$ cat src/rtl/keypad_scanner_if.sv
// Keypad pin/result bundle between the board keypad and the scanner.
// Ports: row (keypad rows, active low), col (column drive, one-hot-low),
//        key (accepted key code), key_valid (accept/repeat strobe), key_held (press level).
interface keypad_scanner_if #(
    parameter int ROWS = 4,
    parameter int COLS = 4
);
    localparam int KW = $clog2(ROWS * COLS);

    logic [ROWS-1:0] row;
    logic [COLS-1:0] col;
    logic [KW-1:0]   key;
    logic            key_valid;
    logic            key_held;

    // master: the scanner itself; slave: keypad/board side and result consumer
    modport master (input row, output col, key, key_valid, key_held);
    modport slave  (output row, input col, key, key_valid, key_held);
endinterface

$ cat src/rtl/keypad_scanner.sv
// Matrix keypad scanner: column scan, 2-FF row sync, frame-level press/release debounce.
// Latency: press accepted DEBOUNCE frames after the first frame that sees it, +1 clk.
// Backpressure: none; key_valid is a 1-clk strobe the consumer must take when it fires.
//
// Ports: clk, rst (async, active high); kp (keypad_scanner_if.master): row in, col/key/key_valid/key_held out.
// Optional feature: define KEYPAD_REPEAT_EN to build the auto-repeat logic (REPEAT_DELAY/REPEAT_RATE).
module keypad_scanner #(
    parameter int ROWS         = 4,
    parameter int COLS         = 4,
    parameter int SCAN_DIV     = 4,
    parameter int DEBOUNCE     = 3,
    parameter int REPEAT_DELAY = 32,
    parameter int REPEAT_RATE  = 8
) (
    input  logic              clk,
    input  logic              rst,
    keypad_scanner_if.master  kp
);
    localparam int KW  = $clog2(ROWS * COLS);
    localparam int CIW = $clog2(COLS);
    localparam int SW  = $clog2(SCAN_DIV);
    localparam int DW  = $clog2(DEBOUNCE + 1);

    if (ROWS < 2 || COLS < 2 || SCAN_DIV < 4 || DEBOUNCE < 1 ||
        REPEAT_DELAY < 1 || REPEAT_RATE < 1) begin : g_bad_param
        $error("keypad_scanner: illegal parameter value");
    end

    typedef enum logic [1:0] {IDLE, DEB_PRESS, PRESSED, DEB_REL} state_t;

    // ---------------- scan / sample path ----------------
    logic            run_q;
    logic [SW-1:0]   slot_q;
    logic [CIW-1:0]  col_idx_q;
    logic [ROWS-1:0] sync1_q, sync2_q;
    logic            best_vld_q;      // lowest code seen so far in this frame
    logic [KW-1:0]   best_q;
    logic            res_rdy_q;       // one-clk strobe: frame result just latched
    logic            res_vld_q;       // frame result is a key (else NONE)
    logic [KW-1:0]   res_q;

    logic            slot_end, frame_end, col_hit, take, merged_vld;
    logic [KW-1:0]   col_code, merged_code;

    assign slot_end  = run_q && (slot_q == SW'(SCAN_DIV - 1));
    assign frame_end = slot_end && (col_idx_q == CIW'(COLS - 1));

    // Lowest low row in the current column; descending loop leaves the smallest r.
    always_comb begin
        col_hit  = 1'b0;
        col_code = '0;
        for (int r = ROWS - 1; r >= 0; r--) begin
            if (!sync2_q[r]) begin
                col_hit  = 1'b1;
                col_code = KW'(r * COLS) + KW'(col_idx_q);
            end
        end
    end

    // A later column can still hold a lower code (lower row), so compare.
    assign take        = col_hit && (!best_vld_q || (col_code < best_q));
    assign merged_vld  = best_vld_q || col_hit;
    assign merged_code = take ? col_code : best_q;

    always_ff @(posedge clk or posedge rst) begin
        if (rst) begin
            run_q      <= 1'b0;
            slot_q     <= '0;
            col_idx_q  <= '0;
            sync1_q    <= '1;
            sync2_q    <= '1;
            best_vld_q <= 1'b0;
            best_q     <= '0;
            res_rdy_q  <= 1'b0;
            res_vld_q  <= 1'b0;
            res_q      <= '0;
        end else begin
            sync1_q   <= kp.row;
            sync2_q   <= sync1_q;
            run_q     <= 1'b1;
            res_rdy_q <= frame_end;
            if (run_q) begin
                if (slot_end) begin
                    slot_q    <= '0;
                    col_idx_q <= (col_idx_q == CIW'(COLS - 1)) ? '0 : col_idx_q + CIW'(1);
                end else begin
                    slot_q <= slot_q + SW'(1);
                end
            end
            if (frame_end) begin
                res_vld_q  <= merged_vld;
                res_q      <= merged_code;
                best_vld_q <= 1'b0;
                best_q     <= '0;
            end else if (slot_end) begin
                best_vld_q <= merged_vld;
                best_q     <= merged_code;
            end
        end
    end

    assign kp.col = run_q ? ~(COLS'(1) << col_idx_q) : '1;

    // ---------------- debounce FSM ----------------
    state_t        state_q, state_d;
    logic [KW-1:0] cand_q, cand_d;
    logic [DW-1:0] cnt_q, cnt_d;
    logic [KW-1:0] key_q, key_d;
    logic          key_valid_q, key_valid_d;
    logic          key_held_q, key_held_d;
    logic          is_key, is_cand, accept;

`ifdef KEYPAD_REPEAT_EN
    localparam int RW = $clog2(((REPEAT_DELAY > REPEAT_RATE) ? REPEAT_DELAY : REPEAT_RATE) + 1);
    logic [RW-1:0] rep_cnt_q, rep_cnt_d;
    logic          rep_armed_q, rep_armed_d;   // first repeat (REPEAT_DELAY) already issued
`endif

    assign is_key  = res_vld_q && (res_q == key_q);
    assign is_cand = res_vld_q && (res_q == cand_q);

    always_comb begin
        state_d     = state_q;
        cand_d      = cand_q;
        cnt_d       = cnt_q;
        key_d       = key_q;
        key_valid_d = 1'b0;
        key_held_d  = key_held_q;
        accept      = 1'b0;
`ifdef KEYPAD_REPEAT_EN
        rep_cnt_d   = rep_cnt_q;
        rep_armed_d = rep_armed_q;
`endif
        if (res_rdy_q) begin
            unique case (state_q)
                IDLE: begin
                    if (res_vld_q) begin
                        cand_d = res_q;
                        cnt_d  = DW'(1);
                        if (DEBOUNCE == 1) accept  = 1'b1;
                        else               state_d = DEB_PRESS;
                    end
                end
                DEB_PRESS: begin
                    if (!res_vld_q) begin
                        state_d = IDLE;
                        cnt_d   = '0;
                    end else if (is_cand) begin
                        cnt_d = cnt_q + DW'(1);
                        if (cnt_q + DW'(1) == DW'(DEBOUNCE)) accept = 1'b1;
                    end else begin
                        cand_d = res_q;
                        cnt_d  = DW'(1);
                    end
                end
                PRESSED: begin
                    if (is_key) begin
`ifdef KEYPAD_REPEAT_EN
                        rep_cnt_d = rep_cnt_q + RW'(1);
                        if (rep_cnt_q + RW'(1) ==
                            (rep_armed_q ? RW'(REPEAT_RATE) : RW'(REPEAT_DELAY))) begin
                            key_valid_d = 1'b1;
                            rep_cnt_d   = '0;
                            rep_armed_d = 1'b1;
                        end
`endif
                    end else if (DEBOUNCE == 1) begin
                        key_held_d = 1'b0;
                        cnt_d      = '0;
                        state_d    = IDLE;
                    end else begin
                        cnt_d   = DW'(1);
                        state_d = DEB_REL;
                    end
                end
                DEB_REL: begin
                    if (is_key) begin
                        state_d = PRESSED;
                    end else begin
                        cnt_d = cnt_q + DW'(1);
                        if (cnt_q + DW'(1) == DW'(DEBOUNCE)) begin
                            key_held_d = 1'b0;
                            cnt_d      = '0;
                            state_d    = IDLE;
                        end
                    end
                end
                default: state_d = IDLE;
            endcase
        end
        if (accept) begin
            key_d       = res_q;
            key_valid_d = 1'b1;
            key_held_d  = 1'b1;
            cnt_d       = '0;
            state_d     = PRESSED;
`ifdef KEYPAD_REPEAT_EN
            rep_cnt_d   = '0;
            rep_armed_d = 1'b0;
`endif
        end
    end

    always_ff @(posedge clk or posedge rst) begin
        if (rst) begin
            state_q     <= IDLE;
            cand_q      <= '0;
            cnt_q       <= '0;
            key_q       <= '0;
            key_valid_q <= 1'b0;
            key_held_q  <= 1'b0;
`ifdef KEYPAD_REPEAT_EN
            rep_cnt_q   <= '0;
            rep_armed_q <= 1'b0;
`endif
        end else begin
            state_q     <= state_d;
            cand_q      <= cand_d;
            cnt_q       <= cnt_d;
            key_q       <= key_d;
            key_valid_q <= key_valid_d;
            key_held_q  <= key_held_d;
`ifdef KEYPAD_REPEAT_EN
            rep_cnt_q   <= rep_cnt_d;
            rep_armed_q <= rep_armed_d;
`endif
        end
    end

    assign kp.key       = key_q;
    assign kp.key_valid = key_valid_q;
    assign kp.key_held  = key_held_q;
endmodule

$ cat src/flat_wrapper.sv
// flat-port wrapper written by rule: the top's interface ports become plain ports
module keypad_scanner_flat 
#(
    parameter int ROWS         = 4,
    parameter int COLS         = 4,
    parameter int SCAN_DIV     = 4,
    parameter int DEBOUNCE     = 3,
    parameter int REPEAT_DELAY = 32,
    parameter int REPEAT_RATE  = 8
)
  (clk, rst, kp_row, kp_col, kp_key, kp_key_valid, kp_key_held);
  keypad_scanner_if #(.ROWS(ROWS), .COLS(COLS)) kp_i ();
  input  logic clk;
  input  logic rst;
  input wire logic [$bits(kp_i.row)-1:0] kp_row;
  output wire logic [$bits(kp_i.col)-1:0] kp_col;
  output wire logic [$bits(kp_i.key)-1:0] kp_key;
  output wire logic [$bits(kp_i.key_valid)-1:0] kp_key_valid;
  output wire logic [$bits(kp_i.key_held)-1:0] kp_key_held;
  assign kp_i.row = kp_row;
  assign kp_col = kp_i.col;
  assign kp_key = kp_i.key;
  assign kp_key_valid = kp_i.key_valid;
  assign kp_key_held = kp_i.key_held;
  keypad_scanner #(.ROWS(ROWS), .COLS(COLS), .SCAN_DIV(SCAN_DIV), .DEBOUNCE(DEBOUNCE), .REPEAT_DELAY(REPEAT_DELAY), .REPEAT_RATE(REPEAT_RATE)) u_core (.clk(clk), .rst(rst), .kp(kp_i));
endmodule
$ cat config.mk
export PLATFORM = sky130hd
export DESIGN_NAME = keypad_scanner_flat
export DESIGN_NICKNAME = d
export VERILOG_FILES = /design/src/rtl/keypad_scanner_if.sv /design/src/rtl/keypad_scanner.sv /design/src/flat_wrapper.sv
export SDC_FILE = /design/constraint.sdc
export NUM_CORES = 1
export LEC_CHECK = 0
export BUFFER_PORTS_ARGS = -buffer_cell sky130_fd_sc_hd__buf_4
export CORE_MARGIN = 2
export CORE_UTILIZATION = 52
export DETAILED_ROUTE_END_ITERATION = 16
export HOLD_SLACK_MARGIN = 0.03
export MAX_ROUTING_LAYER = met4
export PLACE_DENSITY = 0.74
export REMOVE_ABC_BUFFERS = 1
export SYNTH_ARGS = -nofsm -noshare
export SYNTH_HDL_FRONTEND = slang
export SYNTH_SLANG_ARGS = --single-unit
$ cat constraint.sdc
create_clock -name clk -period 2 [get_ports clk]
set_input_delay 0.1 -clock clk [delete_from_list [all_inputs] [get_ports clk]]
set_output_delay 0.1 -clock clk [all_outputs]
set_load 0.05 [all_outputs]
==> summary by stage <==
Power and ir drop
The worst voltage drop across the vdd grid is 1.02 mV. The fraction of power spent switching nets is 0.397. The clock power share is 0.134.

The leakage power is 0.00111 uW. The power density of the placed cells is 1170 nW/um^2. The share of total power dissipated in combinational logic is 0.454.

The internal cell power is 1640 uW. The share of total power dissipated in sequential elements is 0.411. The design draws 2710 uW.

The analysis attributes to net switching a power of 1080 uW.

Layout
The total number of nets in the final design is 221. The layout overhead on the synthesized area is 25.5%. In the final layout, the multi-input gates occupy 935 sq um. Counting the fill cells in the layout gives 268. The repair_antennas step left the layout with diodes totalling 0.

The fraction of final layout cells with drive strength greater than 1 is 0.317. Registers take 961 sq um.

Route
The post-detailed-route wirelength per cell is 14.7 um. The detailed-route wire length is 3.69 mm. The DRC marker count from the first detailed-route iteration is 110. After detailed routing, the number of remaining DRC violations is 0.

The overall via count from detail_route is 1376. Dividing the detail-routed via count by the number of cells gives 5.48. The total iterations of the first detailed-routing run is 4. The count of nets left with antenna violations once routing finished came out at 0.

Floorplan
The cell row count is 21. The floorplan step set the die width to 63.6 um. For this configuration, the core starts out at a cell density of 0.548. The die is 63.6 um tall. The die footprint is 4040 sq um. The placeable core region is 3360 sq um. During I/O placement, the number of pins put on the boundary was 16.

Logic synthesis
Of the total synthesized cell area, the portion taken by full adders, half adders and majority gates is 0.0746. The most frequently used flop master after synthesis is sky130_fd_sc_hd__dfrtp_1. After synthesis the cells add up to 1840 sq um.

Counting flops with a built-in enable in the synthesized netlist gives 0. The synthesized design spends more area on one cell type than any other, namely sky130_fd_sc_hd__dfrtp_1. Of the total synthesized cell area, the portion taken by XOR and XNOR cells is 0.0380. The synthesized netlist contains 39 unique library cells.

The average size of a mapped cell is 11.0 sq um. The count of mapped cells out of synthesis is 167. For this run, the number of Yosys warnings is 0. In this run, synthesis produced a sequential element count of 38.

The proportion of netlist area held by the largest area contributor is 0.407. In the post-synthesis netlist, the biggest area contributors are sky130_fd_sc_hd__dfrtp_1, sky130_fd_sc_hd__dfstp_2, sky130_fd_sc_hd__ha_1, sky130_fd_sc_hd__mux2_2, sky130_fd_sc_hd__nand2_1. The simple-gate share of the synthesized area is 0.130.

The share of the synthesized area in compound gates (AO/OA/AOI/OAI) is 0.129. For this run, the register share of the synthesized area comes to 0.521. The main combinational cell family by area after synthesis is simple AND/OR/NAND/NOR gates. The async set-or-reset flop fraction in the synthesized netlist is 1.00. The portion of synthesized area spent on multiplexers is 0.0712.

Timing
The final cycle utilization of the critical path is 1.06. For the final routed database, the setup TNS stands at -0.706 ns. Setup repair after global routing could not meet its margin everywhere.

The count of endpoints failing hold in the final timing report is 0. Based on the critical path, the design can be clocked at up to 472 MHz. Setup violations remaining at the end of the flow were counted as 8. For the finished layout, the period the worst path requires is 2.12 ns.

The max-slew violation total from the final report was 0. The maximum clock skew at final layout is 0.00881 ns. The final worst-path setup slack is -0.117 ns.

GRT
The number of antenna violations at the first check in global routing is 0. Summed over all layers, the global routing overflow is 0. Across every metal layer, demand over resource in global routing totals 0.202. The first global-routing pass estimated 6.17 mm of wire. Entering global routing, the biggest net connects 28 pins.

The number of global-route vias before repair came to 1361.

Critical path
The path depth of the worst reg2reg path is 8. At the worst endpoint, the arrival time is 2.37 ns. The setup check on the worst reg-to-reg path leaves a slack of -0.12 ns. The signal on the critical path passes through nand4_1, and2_4, ha_4, nand2_4, o21ai_4, a21oi_4, or3_1, a31oi_1.

In this design, the largest share of critical-path delay is due to simple AND/OR/NAND/NOR gates. In this run the critical register-to-register path is captured at u_core.res_q[3]. The maximum single-stage delay on the critical path is 0.58 ns. The cell at the slowest stage of the critical path is sky130_fd_sc_hd__dfstp_2. The count of buffering cells on the critical path with inverters included is 0.

The worst register-to-register path begins at u_core.sync2_q[2]. The worst setup path is launched from a flip-flop. The nature of the critical path endpoint is a flip-flop. The largest fanout on the critical path is 5. The worst setup path is of the reg -> reg kind.

At the worst endpoint, the required time is 2.26 ns.

Clock tree
The H-tree was split into 2 levels. The root buffer cell chosen for the clock tree is sky130_fd_sc_hd__clkbuf_4. After clock tree synthesis, the clock-pin slew on the worst setup and hold paths is 0.10 ns. The clock net in this run drives a total of 38 sinks. The longest clock path from root to sink contains 2 buffers. The clock insertion delay at the later pin of the skew report is 0.33 ns.

The TritonCTS clock tree is done. TritonCTS created 5 clock buffers.

Status
The flow ran to the end, but the final reports show violations. The final reports fail on negative setup slack.

Placement
Detailed placement finished with a half-perimeter wire length of 2.51 mm. At the end of routability-driven placement, the weighted congestion stood at 0.959. The worst-case setup slack after placement is -0.232 ns. The count of buffers added on input and output ports is 15.

Min path
The path class of the lowest-slack min-delay path is in -> async.

Flow run
The count of maximum capacitance violations is 0.
[flip-flops by register name, indices dropped and copies added, names as in the netlist, 4 cells and up]
name,flops
u_core.sync1_q,4
u_core.cand_q,4
u_core.sync2_q,4
u_core.res_q,4
u_core.kp.key,4
u_core.best_q,4
[cell usage after synthesis, types with 4 or more instances]
library cell,number
sky130_fd_sc_hd__dfrtp_1,30
sky130_fd_sc_hd__nand2_1,18
sky130_fd_sc_hd__inv_1,15
sky130_fd_sc_hd__o21ai_0,12
sky130_fd_sc_hd__ha_1,11
sky130_fd_sc_hd__mux2_2,9
sky130_fd_sc_hd__a21oi_1,8
sky130_fd_sc_hd__dfstp_2,8
sky130_fd_sc_hd__nor2_1,6
sky130_fd_sc_hd__xnor2_1,4
sky130_fd_sc_hd__xor2_1,4
[metrics by stage]
step	instances	hold WS [ns]	cell area, sq um	util
3_3_place_gp	233	0.110	2060	0.612
5_1_grt	251	0.339	2310	0.688
6_report	251	0.318	2310	0.688
3_5_place_dp	233	0.127	2060	0.612
2_1_floorplan	165	0.104	1840	-
4_1_cts	251	0.316	2220	0.661
[cell usage in the layout, fill, tap and decap left out, drive strengths merged, types with 4 or more instances in the layout]
cell type,n
ha,11
dfstp,8
clkbuf,8
o21ai,12
xor2,4
nand2,18
nor2,6
dlygate4sd3,5
buf,27
xnor2,4
mux2,9
a21oi,8
dfrtp,30
inv,15
[worst max path at each step]
stage / end / slack, ns / depth (start not counted) / start
after floorplan: u_core.best_q[0] / -0.18 / 8 / u_core.sync2_q[2]
after global placement: u_core.res_q[0] / -0.12 / 9 / u_core.sync2_q[2]
after detailed placement: u_core.res_q[1] / -0.23 / 9 / u_core.sync2_q[2]
after CTS: u_core.res_q[2] / -0.06 / 9 / u_core.sync2_q[2]
after global routing: u_core.res_q[0] / -0.18 / 9 / u_core.sync2_q[2]
final: u_core.res_q[3] / -0.12 / 8 / u_core.sync2_q[2]
[power groups by stage]
stage | Combinational (uW) | Sequential, uW | Clock (uW)
5_1_grt | 1350 | 1140 | 418
3_5_place_dp | 918 | 1120 | 0
4_1_cts | 1010 | 1110 | 380
2_1_floorplan | 681 | 1080 | 0
6_report | 1230 | 1120 | 364
3_3_place_gp | 869 | 1110 | 0
[cell type report]
type / instances / share of cell area
Inverter: 15 / 0.0243
Timing Repair Buffer: 32 / 0.111
Tap cell: 46 / 0.0249
Sequential cell: 38 / 0.415
Clock buffer: 8 / 0.0211
Multi-Input combinational cell: 112 / 0.404
[repair_timing]
action / CTS / global route
setup buffers: 5 / 0
endpoints found under the hold margin: 7 / 0
gates resized for setup: 9 / 15
hold buffers: 5 / 0
endpoints found under the setup margin: 8 / 8
pin swaps: 9 / 10
[worst min-delay path, cell delays in order]
cell and delay (ns):
sky130_fd_sc_hd__dlygate4sd3_1 0.53, sky130_fd_sc_hd__buf_4 0.13, sky130_fd_sc_hd__inv_1 0.32
[per-layer routing]
layer,GRT usage,share of wire
met3,0.0554,0.037
met5,-,0
met4,0.0598,0.011
met2,0.349,0.54
met1,0.230,0.41
[cell families (layout without fill, tap and decap cells)]
family                     after synthesis  after routing
and+or+nand+nor                         43             43
DFF                                     38             38
AOI/OAI and AO/OA                       37             37
buffers and inverters                   17             55
muxes                                   12             12
adders and majority gates               11             11
xor gates and xnor gates                 8              8
other                                    1              1
Note: power is estimated with default switching activity, not from simulation.
